==> config.mk <==
export PLATFORM = sky130hd
export DESIGN_NAME = weight_pattern_gen
export DESIGN_NICKNAME = d
export VERILOG_FILES = /design/src/rtl/weight_pattern_gen.sv
export SDC_FILE = /design/constraint.sdc
export NUM_CORES = 1
export LEC_CHECK = 0
export ABC_AREA = 1
export CAP_MARGIN = 0
export CORE_MARGIN = 2
export CORE_UTILIZATION = 30
export CTS_BUF_LIST = sky130_fd_sc_hd__clkbuf_8 sky130_fd_sc_hd__clkbuf_16
export CTS_CLUSTER_SIZE = 30
export DETAILED_ROUTE_END_ITERATION = 7
export DONT_BUFFER_PORTS = 1
export PLACE_DENSITY = 0.5
export REMOVE_ABC_BUFFERS = 1
export SLEW_MARGIN = 20
export SYNTH_ARGS = -nofsm -noshare
export SYNTH_HDL_FRONTEND = slang
export SYNTH_SLANG_ARGS = --single-unit
==> constraint.sdc <==
create_clock -name clk -period 3.1 [get_ports clk]
set_clock_uncertainty 0.1 [all_clocks]
set_input_delay 0.62 -clock clk [delete_from_list [all_inputs] [get_ports clk]]
set_output_delay 0.62 -clock clk [all_outputs]
set_load 0.02 [all_outputs]
==> src/rtl/weight_pattern_gen.sv <==
// weight_pattern_gen: enumerates every N-bit word with exactly k ones, in
// increasing unsigned order, over a valid/ready stream.
//
// state | meaning
// IDLE  | waiting for start; a bad weight pulses err
// RUN   | presenting pattern/idx/last with out_valid=1
// DONE  | single cycle after the final transfer; done pulses
module weight_pattern_gen #(
  parameter int N  = 8,
  parameter int WW = $clog2(N + 1)
) (
  input  logic          clk,
  input  logic          rst,
  input  logic          start,
  input  logic [WW-1:0] weight,
  input  logic          out_ready,
  output logic          out_valid,
  output logic [N-1:0]  pattern,
  output logic [N-1:0]  idx,
  output logic          last,
  output logic          busy,
  output logic          done,
  output logic          err
);

  typedef enum logic [1:0] {IDLE, RUN, DONE} state_t;

  state_t        state;
  logic [WW-1:0] k;
  logic [N-1:0]  nxt;
  logic [N-1:0]  lowbit;
  logic [N-1:0]  ripple;
  logic [N-1:0]  changed;
  int            tz;

  // k ones packed into the low end: the first pattern for weight kk
  function automatic logic [N-1:0] low_mask(input logic [WW-1:0] kk);
    logic [N-1:0] m;
    for (int i = 0; i < N; i++) m[i] = (i < int'(kk));
    return m;
  endfunction

  // k ones packed into the high end: the final pattern for weight kk
  function automatic logic [N-1:0] top_mask(input logic [WW-1:0] kk);
    logic [N-1:0] m;
    for (int i = 0; i < N; i++) m[i] = (i >= N - int'(kk));
    return m;
  endfunction

  // Next word with the same popcount: carry the lowest run of ones up by one
  // position and refill the remaining ones at the bottom (shift replaces divide).
  always_comb begin
    lowbit  = pattern & (-pattern);
    ripple  = pattern + lowbit;
    changed = ripple ^ pattern;
    tz = 0;
    for (int i = N - 1; i >= 0; i--) begin
      if (lowbit[i]) tz = i;
    end
    nxt = ripple | (changed >> (tz + 2));
  end

  // Control FSM with registered stream and status outputs
  always_ff @(posedge clk) begin
    if (rst) begin
      state     <= IDLE;
      k         <= '0;
      pattern   <= '0;
      idx       <= '0;
      out_valid <= 1'b0;
      last      <= 1'b0;
      busy      <= 1'b0;
      done      <= 1'b0;
      err       <= 1'b0;
    end else begin
      err  <= 1'b0;
      done <= 1'b0;
      case (state)
        IDLE: begin
          if (start) begin
            if (int'(weight) > N) begin
              err <= 1'b1;
            end else begin
              k         <= weight;
              pattern   <= low_mask(weight);
              idx       <= '0;
              last      <= (low_mask(weight) == top_mask(weight));
              out_valid <= 1'b1;
              busy      <= 1'b1;
              state     <= RUN;
            end
          end
        end
        RUN: begin
          if (out_ready) begin
            if (last) begin
              out_valid <= 1'b0;
              last      <= 1'b0;
              done      <= 1'b1;
              state     <= DONE;
            end else begin
              pattern <= nxt;
              idx     <= idx + N'(1);
              last    <= (nxt == top_mask(k));
            end
          end
        end
        DONE: begin
          busy  <= 1'b0;
          state <= IDLE;
        end
        default: state <= IDLE;
      endcase
    end
  end

endmodule
==> results of run 1 <==
==> stage by stage <==
stage	power, uW	util (%)	instances	instance area, sq um	hold WS [ns]
global placement	1610	33.0	491	2520	0.380
CTS	1840	33.7	495	2570	0.291
finish	1830	33.7	495	2570	0.301
floorplan	1340	-	377	2310	0.360
global route	2020	33.7	495	2570	0.287
detailed placement	1620	33.0	491	2520	0.386
==> power groups by stage <==
stage / clock (uW) / sequential (uW) / combinational [uW]
global route: 227 / 441 / 1350
detailed placement: 0 / 443 / 1180
finish: 206 / 434 / 1190
CTS: 218 / 435 / 1190
global placement: 0 / 443 / 1170
floorplan: 0 / 471 / 867
==> placed cells by master, fill, tap and decap left out, types with 2 or more instances in the layout <==
master / n
sky130_fd_sc_hd__a21oi_1: 32
sky130_fd_sc_hd__a21oi_2: 2
sky130_fd_sc_hd__buf_4: 12
sky130_fd_sc_hd__clkbuf_8: 3
sky130_fd_sc_hd__dfxtp_1: 27
sky130_fd_sc_hd__ha_1: 11
sky130_fd_sc_hd__inv_1: 51
sky130_fd_sc_hd__inv_2: 3
sky130_fd_sc_hd__nand2_1: 95
sky130_fd_sc_hd__nand2_2: 5
sky130_fd_sc_hd__nand3_1: 31
sky130_fd_sc_hd__nand3_2: 4
sky130_fd_sc_hd__nand4_1: 5
sky130_fd_sc_hd__nor2_1: 46
sky130_fd_sc_hd__nor2_2: 3
sky130_fd_sc_hd__nor2_4: 3
sky130_fd_sc_hd__nor3_1: 2
sky130_fd_sc_hd__nor4_1: 2
sky130_fd_sc_hd__o211ai_1: 2
sky130_fd_sc_hd__o21ai_0: 27
sky130_fd_sc_hd__o31ai_1: 3
sky130_fd_sc_hd__xnor2_1: 5
sky130_fd_sc_hd__xor2_1: 6
==> final timing paths <==
kind / start / to / depth (start not counted)
min: rst / state[0] / 1
max reg2reg: pattern[4] / last / 17
min reg2reg: k[3] / k[3] / 2
max: pattern[4] / last / 17
==> cell type report <==
cell class / instances / area, sq um
Fill cell: 840 / 5070
Multi-Input combinational cell: 295 / 1560
Sequential cell: 27 / 541
Inverter: 55 / 206
Tap cell: 102 / 128
Timing Repair Buffer: 12 / 90.1
Clock buffer: 3 / 41.3
Clock inverter: 1 / 7.51
==> cells by family (layout without fill, tap and decap cells) <==
group / after synthesis / after routing / share of synthesized area (%)
and+or+nand+nor: 201 / 201 / 39.3
AOI/OAI and AO/OA: 71 / 71 / 16.5
buffers and inverters: 63 / 71 / 10.5
DFF: 27 / 27 / 23.0
xor gates and xnor gates: 12 / 12 / 4.79
adders and majority gates: 11 / 11 / 5.86
==> state kept, by name, indices dropped and copies added, names as in the netlist <==
| signal | count |
|---|---|
| last | 1 |
| pattern | 8 |
| idx | 8 |
| out_valid | 1 |
| err | 1 |
| k | 4 |
| busy | 1 |
| state | 2 |
| done | 1 |
==> metal layers <==
layer,GRT usage (%),share of wire [%]
met4,2.36,0.66
met2,25.5,48
met5,0,0
met1,19.9,48
met3,1.22,2.9
==> results summary, run 1 <==
The run finished with clean final reports. The number of global-route vias before repair is 2304. The worst setup path is of the reg -> reg kind. The slowest cell on the critical path is sky130_fd_sc_hd__dfxtp_1.

The final critical path takes up 90.4% of the cycle. The first detailed-routing pass took 4 iterations. Across the run, the number of max-cap violations was 0. Sequential cells burn 23.8% of the power.

The floorplan die width came out at 92.5 um. The worst hold path belongs to the class in -> reg. The arrival time at the worst endpoint came out at 2.92 ns.

After clock tree synthesis, the setup repair step added 0 buffers. The detail route stage leaves a number of antenna-violating nets equal to 0. The sequential-to-total area share from yosys stat came out at 23.0%. The share of async-settable or async-resettable flops after synthesis is 0%.

Per report_power, the clock group accounts for 11.3% of the total. The category of the worst setup path launch point is a flip-flop. The mean instance size in the synthesized netlist came out at 6.10 sq um. After clock tree synthesis, the repair step resized 0 gates.

The combinational cell fraction of total power came out at 65.0%. For this run, the top clock speed supported by timing is 357 MHz. The global-route wire length before repair came out at 10500 um. The CTS clock-pin slew for the worst setup and hold paths is 0.10 ns. The number of enable flip-flop cells after synthesis is 0. The number of DRC markers after the initial detailed-route iteration came out at 162.

Timing analysis after detailed placement gives a worst setup slack of 0.367 ns. The setup-violating endpoint count in the final report is 0. Adding up every negative setup slack in the final design gives 0 ns. The number of antenna violations at the first check in global routing came out at 0.

TritonCTS built the clock tree. The final weighted congestion in routability-driven placement is 0.819. The synthesized area came out at 2350 sq um. The site row count is 32.

The clock latency reported for the late side of the worst-skew pair is 0.27 ns. sky130_fd_sc_hd__dfxtp_1 takes more of the synthesized area than any other cell. On the critical path the largest part of the delay comes from simple AND/OR/NAND/NOR gates.

The maximum level of the CTS H-tree came out at 1. The total internal power is 876 uW. The number of sinks on the clock net came out at 27.

The commonest cells after synthesis are sky130_fd_sc_hd__nand2_1 (95), sky130_fd_sc_hd__inv_1 (51), sky130_fd_sc_hd__nor2_1 (46), sky130_fd_sc_hd__a21oi_1 (32), sky130_fd_sc_hd__nand3_1 (31). Using the TritonRoute via totals, the vias-per-cell ratio works out to 4.74. The switching fraction of total power came out at 52.1%. The total routing resource utilization after global routing is 14.6%.

The switching power is 952 uW. Dividing total power by cell area gives a power density of 710 nW/um^2. The quantity of hold-fixing buffers added after cts came out at 0. The largest single stage delay on the critical path is 0.46 ns. The peak supply drop came out at 336 uV. The number of warnings reported in the yosys synthesis log is 0. The number of nets at the end of the flow is 413. The die covers 8550 sq um. The number of instances in the synthesized netlist came out at 385. In the final routed layout, each cell accounts on average for 12.2 um.

The initial core utilization is 30.7%. For this run, design rule violations remaining after detail routing come to 0. The number of synthesized register bits came out at 27.

After synthesis, the largest area contributor takes up 23.0% of total cell area. Summed over all layers, the global routing overflow is 0. The final wirelength came out at 6030 um.

The worst pin sits at a relative slew slack of 71.4%. The worst-case clock buffer depth came out at 2. Compared with the post-synthesis result, the final layout area differs by 9.59%. The routed layout has 2347 vias. The final hold violation count is 0.

The combined buffer and inverter count along the critical path is 1. The post-detailed-placement half-perimeter wirelength came out at 4940 um. The count of antenna diodes in the layout is 0.

In the post-route analysis, the smallest setup slack over all paths is 0.298 ns. The required time of the critical path is 3.21 ns. In the post-synthesis netlist, the cell with the most instances is sky130_fd_sc_hd__nand2_1. The maximum net fanout on the critical path is 8. The shortest period the worst path allows is 2.80 ns. The most used flip-flop cell after synthesis is sky130_fd_sc_hd__dfxtp_1. Entering global routing, the biggest net connects 20 pins. The static power due to leakage came out at 0.00124 uW. The height of the chip is 92.5 um. After synthesis, the netlist uses 36 different library cells. CTS placed an instance of sky130_fd_sc_hd__clkbuf_8 at the clock tree root. The count of pins over their slew limit came out at 0. Setup repair after global routing left no endpoint under its margin. The number of buffer cells added on primary ports is 0. Buffers inserted during clock tree synthesis total 3.

The worst setup path is captured at a flip-flop. The number of I/O pins came out at 29. The most prevalent standard cell on the critical path is sky130_fd_sc_hd__nand2_1. The transition time at the pin with the least slew margin came out at 0.425 ns. By area the synthesized netlist is led by sky130_fd_sc_hd__dfxtp_1 (23%), sky130_fd_sc_hd__nand2_1 (15%), sky130_fd_sc_hd__inv_1 (8.2%), sky130_fd_sc_hd__nor2_1 (7.4%), sky130_fd_sc_hd__a21oi_1 (6.8%).

The share of cells above drive strength 1 is 10.4%. After floorplanning, the core was sized to cover 7650 sq um. The register-to-register setup slack came out at 0.30 ns. Traced cell by cell, the critical path runs through nor2_1, nand3_4, nor2_4, a21oi_2, nand2_2, ha_1, nor2_1, nand2_1, o21ai_1, inv_1, nand2_1, nand2_1, nand2_1, nand3_1, nor2_1, nand2_1, a21oi_2.
(Power assumes the default switching activity.)
==> run 2, diff against run 1 <==
CORE_MARGIN = 5   (was 2)
CORE_UTILIZATION = 60   (was 30)
PLACE_DENSITY = 0.82   (was 0.5)
==> results summary, run 2 (synthesized netlist as in run 1, its figures left out) <==
The slowest stage of the critical path is the sky130_fd_sc_hd__dfxtp_1 cell. Sequential cells burn 25.3% of the power. The average routed wire per standard cell is 12.8 um.

The smallest setup slack after layout came out at 0.250 ns. The most common cell after layout, fill and taps aside is sky130_fd_sc_hd__nand2_1. In this run the register-to-register setup slack is 0.25 ns.

The final weighted congestion in routability-driven placement is 0.910. The total internal power came out at 861 uW. STA classifies the critical path endpoint as a flip-flop. In this run the number of H-tree levels came out at 1.

The post-detailed-placement half-perimeter wirelength came out at 4610 um. The critical path in this run is classified as reg -> reg. The area growth from synthesis to layout is 5.11%. The net count of the finished layout is 408.

For the pin with the worst max-slew slack, the measured transition is 0.444 ns. The setup-violating endpoint count in the final report came out at 0. Measured against its own limit, the worst slew margin works out to 70.1%.

After global routing, the most crowded layer is met2. The static power due to leakage is 0.00121 uW. The highest clock frequency the design can meet came out at 351 MHz. Net switching is 52.0% of the power. The count of antenna diodes in the layout is 0. The count of antenna-violating nets left after detailed routing came out at 0. The largest registers in the layout are idx (8), pattern (8), k (4). The clock latency reported for the late side of the worst-skew pair is 0.27 ns. The required time of the critical path came out at 3.22 ns. The number of I/O pins came out at 29.

The clock net in this run drives a total of 27 sinks. The arrival time at the worst endpoint is 2.97 ns. The category of the worst setup path launch point is a flip-flop. The final wirelength came out at 5590 um. The critical path goes through nor2_4, nand3_4, nor2_4, a21oi_2, nand2_2, ha_1, nor2_1, nand2_1, o21ai_1, inv_1, nand2_1, nand2_1, nand2_1, nand3_1, nor2_1, nand2_1, a21oi_2. The final hold violation count is 0.

The number of global-route vias before repair is 2197. The total design power came out at 1790 uW. The pre-CTS worst setup slack came out at 0.309 ns.

The maximum net fanout on the critical path is 8. The met2 capacity usage during global routing is 38.1%. The worst path uses 91.9% of the clock period. The first TritonRoute pass finished after 4 iterations. The largest net degree at the start of global routing is 20. The kind of cell with the highest combined delay on the critical path is simple AND/OR/NAND/NOR gates. TritonCTS built the clock tree.

In this run the standard cell core region covers 3720 sq um. The filler cell count is 361. The share of cells above drive strength 1 came out at 9.28%. The most prevalent standard cell on the critical path is sky130_fd_sc_hd__nand2_1. The number of buffers added by the clock tree synthesis step is 3. The floorplan step set the die width to 72.6 um. The shortest period the worst path allows came out at 2.85 ns.

The peak supply drop is 467 uV. The combined buffer and inverter count along the critical path is 1. The total overflow left after global routing is 0. After clock tree synthesis, the clock-pin slew on the worst setup and hold paths is 0.09 ns. The power density over the cells is 727 nW/um^2. After floorplanning, the core was divided into 22 placement rows. Global routing used 22.0% of the available tracks.

The number of antenna violations at the first check in global routing is 0. The met3 routing resource usage after global routing came out at 4.85%. The path class of the tightest hold or removal check is in -> reg. Per report_power, the combinational group accounts for 63.5% of the total. The run finished with clean final reports. The worst-case clock buffer depth came out at 2. The largest single stage delay on the critical path is 0.60 ns. Post-CTS timing repair inserted 0 buffers for setup. The final routed DRC violation total came out at 0.

The initial core utilization came out at 63.2%. The number of buffer cells added on primary ports came out at 0. The met1 track demand over resource is 26.6%. In this run the power spent charging and discharging nets is 933 uW. The number of DRC markers after the initial detailed-route iteration is 166. The first global-routing pass estimated 9380 um of wire. In the routed layout, each cell is associated on average with a via count of 5.48. The overall via count from detail_route is 2391. Setup repair after global routing left no endpoint under its margin. The clock power share is 11.2%. Max-cap violations in this run came to 0. Adding up every negative setup slack in the final design gives 0 ns.

The count of pins over their slew limit is 0. The number of instances resized during post-cts repair is 0. The quantity of hold-fixing buffers added after cts is 0. In the layout the commonest cells are sky130_fd_sc_hd__nand2_1 (95), sky130_fd_sc_hd__inv_1 (51), sky130_fd_sc_hd__nor2_1 (46), sky130_fd_sc_hd__a21oi_1 (32), sky130_fd_sc_hd__nand3_1 (31).

The height of the chip is 72.6 um. The die covers 5270 sq um. Clock tree synthesis selected as its root buffer the cell sky130_fd_sc_hd__clkbuf_8.
run 2: path summary, 6_finish.rpt:
kind | from | endpoint | cells after the start
setup / recovery | pattern[0] | last | 17
hold / removal | rst | pattern[7] | 1
setup reg to reg | pattern[0] | last | 17
hold reg to reg | k[3] | k[3] | 2
run 2: final cells by class:
type / count / area [sq um] / area share [%]
clock buffers: 3 / 41.3 / 1.67
clock inverters: 1 / 7.51 / 0.304
inverters: 55 / 206 / 8.36
multi-input cells: 295 / 1560 / 63.2
flip-flops and latches: 27 / 541 / 21.9
well taps: 48 / 60.1 / 2.43
repair buffers: 7 / 52.6 / 2.13
run 2: worst register-to-register path: cells and delay by family, from the launching register on:
| kind | cells | cell delay [ns] |
|---|---|---|
| simple gates | 12 | 1.23 |
| buf+inv | 1 | 0.06 |
| fa+ha+maj | 1 | 0.39 |
| compound gates | 3 | 0.42 |
| flops | 1 | 0.60 |
run 2: power by group through the flow:
stage,logic (uW),clock network [uW],registers [uW]
floorplan,867,0,471
global placement,1100,0,460
detailed placement,1120,0,462
CTS,1130,207,454
global route,1300,224,461
finish,1140,202,454
run 2: stage by stage:
step / util [%] / instance area (sq um) / hold slack, ns / std cells
after floorplan: - / 2310 / 0.360 / 377
after global placement: 65.1 / 2420 / 0.382 / 432
after detailed placement: 65.1 / 2420 / 0.387 / 432
after CTS: 66.4 / 2470 / 0.294 / 436
after global routing: 66.4 / 2470 / 0.279 / 436
final: 66.4 / 2470 / 0.298 / 436
run 2: per-layer routing:
layer | up-vias | part of all wire [%]
met1 | 1057 | 43
met4 | 0 | 2.3
li1 | 1252 | -
met5 | - | 0
met3 | 14 | 5.9
met2 | 68 | 48
==> run 3, diff against run 2 <==
CORE_UTILIZATION = 58   (was 60)
clock period = 2.3 ns   (was 3.1 ns; I/O delays follow)
==> results summary, run 3 (synthesized netlist as in run 1, its figures left out) <==
The run finished, with violations left. The checks that failed: setup timing. The transition time at the pin with the least slew margin is 0.442 ns.

The smallest setup slack after layout came out at -0.0114 ns. The maximum net fanout on the critical path is 6. The largest registers in the layout are idx (8), pattern (8), k (4). Entering global routing, the biggest net connects 19 pins. Buffers placed on the I/O ports in this run total 0. The static power due to leakage came out at 0.00152 uW.

The number of I/O pins is 29. The category of the worst setup path launch point is a flip-flop. The initialized floorplan defines 23 standard-cell rows. The highest clock frequency the design can meet is 433 MHz. The post-route fraction of the period consumed by the critical path is 100%. Setup repair after global routing could not meet its margin everywhere.

The arrival time at the worst endpoint is 2.43 ns. The total global routing overflow is 0. The count of antenna diodes in the layout is 0. The die covers 5420 sq um. The number of global-route vias before repair is 2575. The core region is 3970 sq um. The shortest period the worst path allows came out at 2.31 ns.

The register area came out at 549 sq um. In this run, CTS created clock tree buffers numbering 3. The number of antenna violations at the first check in global routing was 0.

After filler insertion, the fill cell instance count of the layout stands at 293. The maximum level of the CTS H-tree is 1. CTS saw 27 sinks.

The power density over the cells came out at 1010 nW/um^2. The HPWL after detailed placement is 5160 um. The startpoint identified for the worst hold timing path is rst. The global-route wire length before repair came out at 10800 um.

Clock tree synthesis selected as its root buffer the cell sky130_fd_sc_hd__clkbuf_8. The final hold violation count is 0. The count of pins over their slew limit is 0.

The initial utilization of the core area, before any placement, comes to 59.1%. The pre-antenna-repair detailed-routing pass consisted of 6 iterations. The overall via count from detail_route is 2720. The number of instances on the worst hold path came out at 1. The top cell types in the final layout, fill and taps aside, are sky130_fd_sc_hd__nand2_1 (91), sky130_fd_sc_hd__buf_4 (64), sky130_fd_sc_hd__inv_1 (50), sky130_fd_sc_hd__nor2_1 (41), sky130_fd_sc_hd__a21oi_1 (31). The final weighted congestion in routability-driven placement is 0.954. The total design power is 3030 uW. The type of the most critical hold path is in -> reg. The final wirelength came out at 6760 um. The final routed DRC violation total is 0. The total negative slack is -0.0114 ns. The area growth from synthesis to final layout is 28.1%. In the global route stage, overall resource usage came out at 25.0%.

The startpoint identified for the worst register-to-register timing path is pattern[0]. After the first detailed-routing iteration, the DRC count stood at 193. The path with the worst hold slack has its endpoint at pattern[0]. The height of the chip came out at 73.6 um. For the worst flop-to-flop path, the logic depth is 17. The clock latency reported for the late side of the worst-skew pair came out at 0.28 ns. For flop-to-flop paths, the worst setup slack is -0.01 ns. The count of antenna-violating nets left after detailed routing came out at 0.

The worst-case clock buffer depth came out at 2. The type of the setup path with the least slack is reg -> reg. In the final routed layout, each cell accounts on average for 13.6 um. The setup-violating endpoint count in the final report is 1. The floorplan die width came out at 73.6 um. The required time of the critical path is 2.42 ns.

The most common cell after layout, fill and taps aside is sky130_fd_sc_hd__nand2_1. The TritonCTS clock tree is done. The end of the worst register-to-register path is last. The number of nets at the end of the flow is 466.

After clock tree synthesis, the clock-pin slew on the worst setup and hold paths is 0.09 ns. The peak supply drop is 622 uV. The relative slew slack came out at 70.2%. The quantity of hold-fixing buffers added after cts is 0.

The number of violations of the max-capacitance limit is 0. The number of vias per cell is 5.48. The total area of multi-input combinational cells is 1650 sq um. The post-route netlist has 26.2% of its cells at a drive strength greater than 1. STA classifies the critical path endpoint as a flip-flop.
==> run 3: final cells by class <==
class                           instances  share of cell area, %
Clock buffer                            3                   1.37
Clock inverter                          1                  0.250
Inverter                               55                   6.86
Multi-Input combinational cell        295                   54.8
Sequential cell                        27                   18.3
Tap cell                               50                   2.08
Timing Repair Buffer                   65                   16.3
==> run 3: metrics by stage <==
stage | cell area [sq um] | util [%] | hold slack (ns) | cells | worst slack, ns
6_report | 3010 | 75.7 | 0.122 | 496 | -0.0114
3_5_place_dp | 2840 | 71.6 | 0.378 | 490 | -0.182
3_3_place_gp | 2840 | 71.6 | 0.368 | 490 | -0.113
2_1_floorplan | 2310 | - | 0.360 | 377 | -0.234
5_1_grt | 3010 | 75.7 | 0.112 | 496 | -0.166
4_1_cts | 2940 | 73.9 | 0.127 | 494 | 0.00972
==> run 3: report_power, final <==
part	internal (uW)	leakage, uW	switching (uW)
clock	123	0.0000217	151
sequential	524	0.000223	66.3
combinational	924	0.00127	1240
total	1570	0.00152	1460
==> run 3: critical path: stages, from the launching register on <==
cell	delay (ns)
sky130_fd_sc_hd__dfxtp_4	0.37
sky130_fd_sc_hd__nor2_4	0.20
sky130_fd_sc_hd__nand3_4	0.14
sky130_fd_sc_hd__nor2_4	0.12
sky130_fd_sc_hd__a21oi_2	0.07
sky130_fd_sc_hd__nand2_2	0.09
sky130_fd_sc_hd__ha_4	0.23
sky130_fd_sc_hd__nor2_4	0.11
sky130_fd_sc_hd__nand2_1	0.06
sky130_fd_sc_hd__o21ai_1	0.13
sky130_fd_sc_hd__inv_1	0.07
sky130_fd_sc_hd__nand2_1	0.07
sky130_fd_sc_hd__nand2_1	0.05
sky130_fd_sc_hd__nand2_1	0.05
sky130_fd_sc_hd__nand3_1	0.07
sky130_fd_sc_hd__nor2_1	0.12
sky130_fd_sc_hd__nand2_1	0.08
sky130_fd_sc_hd__a21oi_2	0.10
==> run 3: metal layers <==
layer / vias up / share of wire [%] / track usage [%]
met5: - / 0 / 0
met4: 0 / 2.8 / 11.5
met3: 19 / 6.6 / 3.69
met2: 96 / 51 / 45.0
met1: 1235 / 40 / 28.6
li1: 1370 / - / -
==> run 3: worst max-delay path by stage <==
stage / from / endpoint / slack [ns] / cells past startpoint
6_report: pattern[0] / last / -0.01 / 17
4_1_cts: pattern[1] / last / 0.01 / 17
5_1_grt: pattern[0] / last / -0.17 / 16
2_1_floorplan: pattern[2] / last / -0.23 / 17
3_3_place_gp: weight[0] / last / -0.11 / 14
3_5_place_dp: weight[0] / last / -0.18 / 14
==> run 3: repair_timing <==
action | CTS | global route
buffers inserted | 0 | 2
pin swaps | 4 | 13
gates resized for setup | 11 | 26
gates cloned | 0 | 0
setup endpoints to repair | 3 | 10
